File: src/rtl/sqrt_arbiter.sv
// Round-robin arbiter sharing one square-root unit among NUM_REQ requesters.
// A watchdog releases the unit when the completion pulse never arrives.
module sqrt_arbiter #(
    parameter int unsigned NUM_REQ     = 4,
    parameter int unsigned DATA_W      = 16,
    parameter int unsigned RES_W       = 8,
    parameter int unsigned TIMEOUT_CYC = 64
) (
    input  logic                      clk,
    input  logic                      rst,
    input  logic [NUM_REQ-1:0]        req_i,
    input  logic [NUM_REQ*DATA_W-1:0] operand_i,
    output logic [NUM_REQ-1:0]        gnt_o,
    output logic [NUM_REQ-1:0]        done_o,
    output logic [RES_W-1:0]          result_o,
    output logic                      err_o,
    output logic                      busy_o,
    output logic                      sq_start_o,
    output logic [DATA_W-1:0]         sq_operand_o,
    input  logic                      sq_done_i,
    input  logic [RES_W-1:0]          sq_root_i
);

    localparam int unsigned IDX_W = (NUM_REQ > 1) ? $clog2(NUM_REQ) : 1;
    localparam int unsigned CNT_W = (TIMEOUT_CYC > 1) ? $clog2(TIMEOUT_CYC) : 1;
    localparam logic [CNT_W-1:0]   CNT_LAST = CNT_W'(TIMEOUT_CYC - 1);
    localparam logic [NUM_REQ-1:0] ONE_HOT0 = {{(NUM_REQ-1){1'b0}}, 1'b1};

    typedef enum logic [1:0] {
        S_IDLE   = 2'd0,
        S_LAUNCH = 2'd1,
        S_WAIT   = 2'd2,
        S_RESP   = 2'd3
    } state_t;

    state_t              r_state;
    logic [NUM_REQ-1:0]  r_gnt;
    logic [NUM_REQ-1:0]  r_done;
    logic [RES_W-1:0]    r_result;
    logic                r_err;
    logic                r_busy;
    logic                r_start;
    logic [DATA_W-1:0]   r_operand;
    logic [IDX_W-1:0]    r_win;
    logic [IDX_W-1:0]    r_rr;
    logic [CNT_W-1:0]    r_cnt;

    state_t              w_state_nxt;
    logic [NUM_REQ-1:0]  w_gnt_nxt;
    logic [NUM_REQ-1:0]  w_done_nxt;
    logic [RES_W-1:0]    w_result_nxt;
    logic                w_err_nxt;
    logic                w_start_nxt;
    logic [DATA_W-1:0]   w_operand_nxt;
    logic [IDX_W-1:0]    w_win_nxt;
    logic [IDX_W-1:0]    w_rr_nxt;
    logic [CNT_W-1:0]    w_cnt_nxt;

    logic                w_found;
    logic [IDX_W-1:0]    w_pick;
    logic [IDX_W-1:0]    w_cand;
    logic [DATA_W-1:0]   w_pick_op;

    // First requester at or above the round-robin pointer, wrapping.
    always_comb begin
        w_found = 1'b0;
        w_pick  = '0;
        w_cand  = '0;
        for (int unsigned i = 0; i < NUM_REQ; i++) begin
            w_cand = IDX_W'((32'(r_rr) + i) % NUM_REQ);
            if (!w_found && req_i[w_cand]) begin
                w_found = 1'b1;
                w_pick  = w_cand;
            end
        end
    end

    assign w_pick_op = operand_i[w_pick*DATA_W +: DATA_W];

    // Next-state and next-output logic.
    always_comb begin
        w_state_nxt   = r_state;
        w_gnt_nxt     = r_gnt;
        w_done_nxt    = '0;
        w_result_nxt  = r_result;
        w_err_nxt     = 1'b0;
        w_start_nxt   = 1'b0;
        w_operand_nxt = r_operand;
        w_win_nxt     = r_win;
        w_rr_nxt      = r_rr;
        w_cnt_nxt     = r_cnt;

        case (r_state)
            S_IDLE: begin
                if (w_found) begin
                    w_state_nxt   = S_LAUNCH;
                    w_win_nxt     = w_pick;
                    w_gnt_nxt     = ONE_HOT0 << w_pick;
                    w_operand_nxt = w_pick_op;
                    w_start_nxt   = 1'b1;
                end
            end
            S_LAUNCH: begin
                w_cnt_nxt   = '0;
                w_state_nxt = S_WAIT;
            end
            S_WAIT: begin
                // A completion in the last watchdog cycle still wins.
                if (sq_done_i) begin
                    w_result_nxt = sq_root_i;
                    w_done_nxt   = r_gnt;
                    w_state_nxt  = S_RESP;
                end else if (r_cnt == CNT_LAST) begin
                    w_result_nxt = '0;
                    w_done_nxt   = r_gnt;
                    w_err_nxt    = 1'b1;
                    w_state_nxt  = S_RESP;
                end else begin
                    w_cnt_nxt = r_cnt + CNT_W'(1);
                end
            end
            S_RESP: begin
                w_rr_nxt    = IDX_W'((32'(r_win) + 32'd1) % NUM_REQ);
                w_gnt_nxt   = '0;
                w_state_nxt = S_IDLE;
            end
            default: begin
                w_gnt_nxt   = '0;
                w_state_nxt = S_IDLE;
            end
        endcase
    end

    always_ff @(posedge clk or negedge rst) begin
        if (!rst) begin
            r_state   <= S_IDLE;
            r_gnt     <= '0;
            r_done    <= '0;
            r_result  <= '0;
            r_err     <= 1'b0;
            r_busy    <= 1'b0;
            r_start   <= 1'b0;
            r_operand <= '0;
            r_win     <= '0;
            r_rr      <= '0;
            r_cnt     <= '0;
        end else begin
            r_state   <= w_state_nxt;
            r_gnt     <= w_gnt_nxt;
            r_done    <= w_done_nxt;
            r_result  <= w_result_nxt;
            r_err     <= w_err_nxt;
            r_busy    <= (w_state_nxt != S_IDLE);
            r_start   <= w_start_nxt;
            r_operand <= w_operand_nxt;
            r_win     <= w_win_nxt;
            r_rr      <= w_rr_nxt;
            r_cnt     <= w_cnt_nxt;
        end
    end

    assign gnt_o        = r_gnt;
    assign done_o       = r_done;
    assign result_o     = r_result;
    assign err_o        = r_err;
    assign busy_o       = r_busy;
    assign sq_start_o   = r_start;
    assign sq_operand_o = r_operand;

endmodule
File: config.mk
export PLATFORM = sky130hd
export DESIGN_NAME = sqrt_arbiter
export DESIGN_NICKNAME = d
export VERILOG_FILES = /design/src/rtl/sqrt_arbiter.sv
export SDC_FILE = /design/constraint.sdc
export NUM_CORES = 1
export LEC_CHECK = 0
export BUFFER_PORTS_ARGS = -buffer_cell sky130_fd_sc_hd__buf_2
export CAP_MARGIN = 20
export CORE_MARGIN = 3
export CORE_UTILIZATION = 39
export CTS_CLUSTER_DIAMETER = 60
export CTS_CLUSTER_SIZE = 25
export DETAILED_ROUTE_END_ITERATION = 8
export GPL_ROUTABILITY_DRIVEN = 0
export MAX_ROUTING_LAYER = met4
export PLACE_DENSITY = 0.7
export SYNTH_ARGS = -nofsm -noshare
export SYNTH_HDL_FRONTEND = slang
export SYNTH_SLANG_ARGS = --single-unit
File: constraint.sdc
create_clock -name clk -period 4.5 [get_ports clk]
set_input_delay 0.225 -clock clk [delete_from_list [all_inputs] [get_ports clk]]
set_output_delay 0.225 -clock clk [all_outputs]
set_load 0.02 [all_outputs]
==> summary.txt <==
Floorplan
  • # IOs: 114
  • Core area: between 5000 and 6000 um^2
  • FP Rows: 27
  • Chip width: 82.9 um
  • Initial Utilization: 41.1%
  • Die footprint: 6870 um^2
  • Chip height: approximately 83 um

Clocking
  • Sink Count: 47
  • Clk pin slew, worst setup/hold paths: 80 ps
  • CTS tree: done
  • CTS buffer count: 5
  • H-tree levels: 2
  • Clock tree buffer depth: 2
  • # resized after CTS: 0
  • Root buffer cell: clkbuf_8
  • Clock insertion delay at the later pin of the skew report: 290 ps

Detailed routing
  • Drt first pass iters: 4
  • Vias: 2182
  • Total Wirelength: 5860 um
  • Post-route ant nets: 0
  • Vias per cell: 5.33
  • Wirelength per Cell: between 10 and 15 um
  • Final routed DRC violation total: 0
  • 1st-iter DRT viols: 130

Final layout
  • N_diodes: 0
  • Most frequent cells in the layout: 113 x buf_2, 47 x dfrtp_1, 28 x nand2_1, 25 x nor2_1, 17 x a31oi_1
  • Synthesis-to-layout area growth: 30.8%
  • Nets: 422
  • Final std cells w/o fill: between 400 and 500
  • Layout cells sized above 1: between 30% and 40%
  • Most common cell after layout, fill and taps aside: buf_2

Yosys
  • Mapped Nets: 313
  • Yosys warning total: 0
  • Cell Area, Synth: 2300 um^2
  • Area leader, netlist: dfrtp_1
  • Post-synthesis register bit count: 47
  • Ys async rst share: 100%
  • Top_reg_cell synth: dfrtp_1
  • EDFF count, synth: 0
  • Yosys cell types: 37
  • Post-synth top area share: between 50% and 60%
  • Seq/Total Area, Yosys: 51.0%
  • Mean area per synthesized cell: 10.1 um^2
  • Synth top area cells: dfrtp_1 51%, a222oi_1 6.9%, a22o_1 6.1%
  • Syn Inst Count: 229

STA
  • Final setup TNS: 0 ps
  • Fin crit period: 1960 ps
  • Crit share post-route: between 40% and 50%
  • Worst hold margin: 156 ps
  • RSZ-0062 raised after global routing: no
  • Max Slew Vio Count: 0
  • Hold Fails Final Rpt: 0
  • Layout Skew: about 2 ps
  • Final setup violation count: 0
  • Final WS setup: roughly 2500 ps
  • Peak Freq: 0.510 GHz
  • Tightest Pin Transition: 820 ps
  • Slew headroom: a little under half

Power and ir drop
  • Switching pwr: 0.798 mW
  • Clock power share: 12.2%
  • Sequential power share: 38.2%
  • Cell Int Power: 1.07 mW
  • Comb pwr share: roughly half
  • Worst VDD drop: 268 uV
  • Sw frac: between 40% and 50%
  • PwrDens: 621 nW/um^2
  • Total power: 1.87 mW
  • Pleak: 1.48 nW

Global route
  • First-pass GRT wire length: 9490 um
  • Vias in the first global route: between 1500 and 2000
  • Initial antenna violation count: 0
  • Largest net degree at the start of global routing: 48
  • GRT overflow: 0
  • Total track usage: 17.0%

Worst setup path
  • CP required: about 4700 ps
  • Crit path capture type: flop
  • Kind of critical path: reg2reg
  • CP arrival: between 2000 and 2500 ps
  • Reg2Reg Depth: 5
  • Worst Setup Start Kind: flop
  • Crit Path Max Fanout: 17

Placement
  • Dpl cells: 401
  • IO buf count: 113
  • HPWL after detailed placement: between 4000 and 5000 um
  • Worst slack, placed: 2540 ps

Run
  • Maxcap violations: 0

Hold path
  • Worst hold path type: in2reg
  • Hold depth: 2

Outcome
  • Status: finished, final reports clean
==> path summary, 6_finish.rpt <==
path | start | slack, ps | end
max in group asynchronous | rst | 3730 | sq_operand_o[1]$_DFFE_PN0P_
min in group asynchronous | rst | 310 | r_cnt[1]$_DFFE_PN0P_
hold reg to reg | result_o[2]$_DFFE_PN0P_ | 510 | result_o[2]$_DFFE_PN0P_
hold / removal | sq_done_i | 160 | err_o$_DFF_PN0_
setup / recovery | r_rr[0]$_DFFE_PN0P_ | 2540 | sq_operand_o[9]$_DFFE_PN0P_
setup reg to reg | r_rr[0]$_DFFE_PN0P_ | 2540 | sq_operand_o[9]$_DFFE_PN0P_
==> through the flow <==
step | util [%] | instance area (um^2)
final | 53.8 | 3020
after global routing | 53.8 | 3020
after CTS | 53.2 | 2990
after detailed placement | 51.9 | 2910
after global placement | 51.7 | 2900
after floorplan | - | 2300
==> timing repair <==
item,CTS,global route
setup buffers,0,0
hold buffers,0,1
hold endpoints to repair,0,7
==> per-layer routing <==
layer / part of all wire [%] / vias up / global-route usage, %
met3: 8.0 / 5 / 4.56
met2: 45 / 89 / 26.4
met5: 0 / - / -
met4: 0.72 / 0 / 4.01
li1: - / 1075 / -
met1: 46 / 1013 / 22.4
==> Yosys cell counts, types with 2 or more instances <==
cell type  count
a21oi_1        9
a222oi_1      16
a22o_1        16
a31oi_1       17
and2_1         2
and3_1         5
buf_2          4
clkbuf_1       8
dfrtp_1       47
ha_1           5
inv_1          6
mux2_2         2
nand2_1       28
nand2b_1       4
nand4_1        2
nor2_1        25
nor2b_1        2
nor3_1         2
o21ai_0        8
or3_1          2
xnor2_1        3
==> logic make-up (layout without fill, tap and decap cells) <==
family,count (synthesis),in the layout,share of synthesized area (%)
AND/OR/NAND/NOR,78,78,15.7
AO/OA/AOI/OAI,74,74,24.6
flip-flops,47,47,51.0
buffers and inverters,20,128,3.80
adder cells (fa/ha/maj),5,5,2.71
XOR/XNOR,3,3,1.14
multiplexers,2,2,0.977
==> state kept, by name, indices dropped and copies added (netlist names) <==
name / flops
r_win: 2
r_state: 2
sq_start_o: 1
result_o: 8
busy_o: 1
done_o: 4
r_cnt: 6
err_o: 1
r_rr: 2
gnt_o: 4
sq_operand_o: 16
==> power by group through the flow <==
| stage | Combinational (mW) | Sequential, mW | Clock, mW |
|---|---|---|---|
| 2_1_floorplan | 0.500 | 0.863 | 0 |
| 3_3_place_gp | 0.901 | 0.719 | 0 |
| 3_5_place_dp | 0.935 | 0.722 | 0 |
| 4_1_cts | 0.935 | 0.716 | 0.239 |
| 5_1_grt | 1.02 | 0.741 | 0.258 |
| 6_report | 0.929 | 0.715 | 0.229 |
==> critical path: stages (launching register included) <==
cell and delay (ps):
dfrtp_1 460, nand2b_2 250, a21o_1 200, and3_1 380, a222oi_1 410, a31oi_1 130
==> area by class of cell <==
| cell class | instances | area [um^2] |
|---|---|---|
| Clock buffer | 6 | 72.6 |
| Fill cell | 537 | 2590 |
| Inverter | 6 | 22.5 |
| Multi-Input combinational cell | 162 | 1040 |
| Sequential cell | 47 | 1180 |
| Tap cell | 72 | 90.1 |
| Timing Repair Buffer | 116 | 611 |
(Power assumes the default switching activity.)
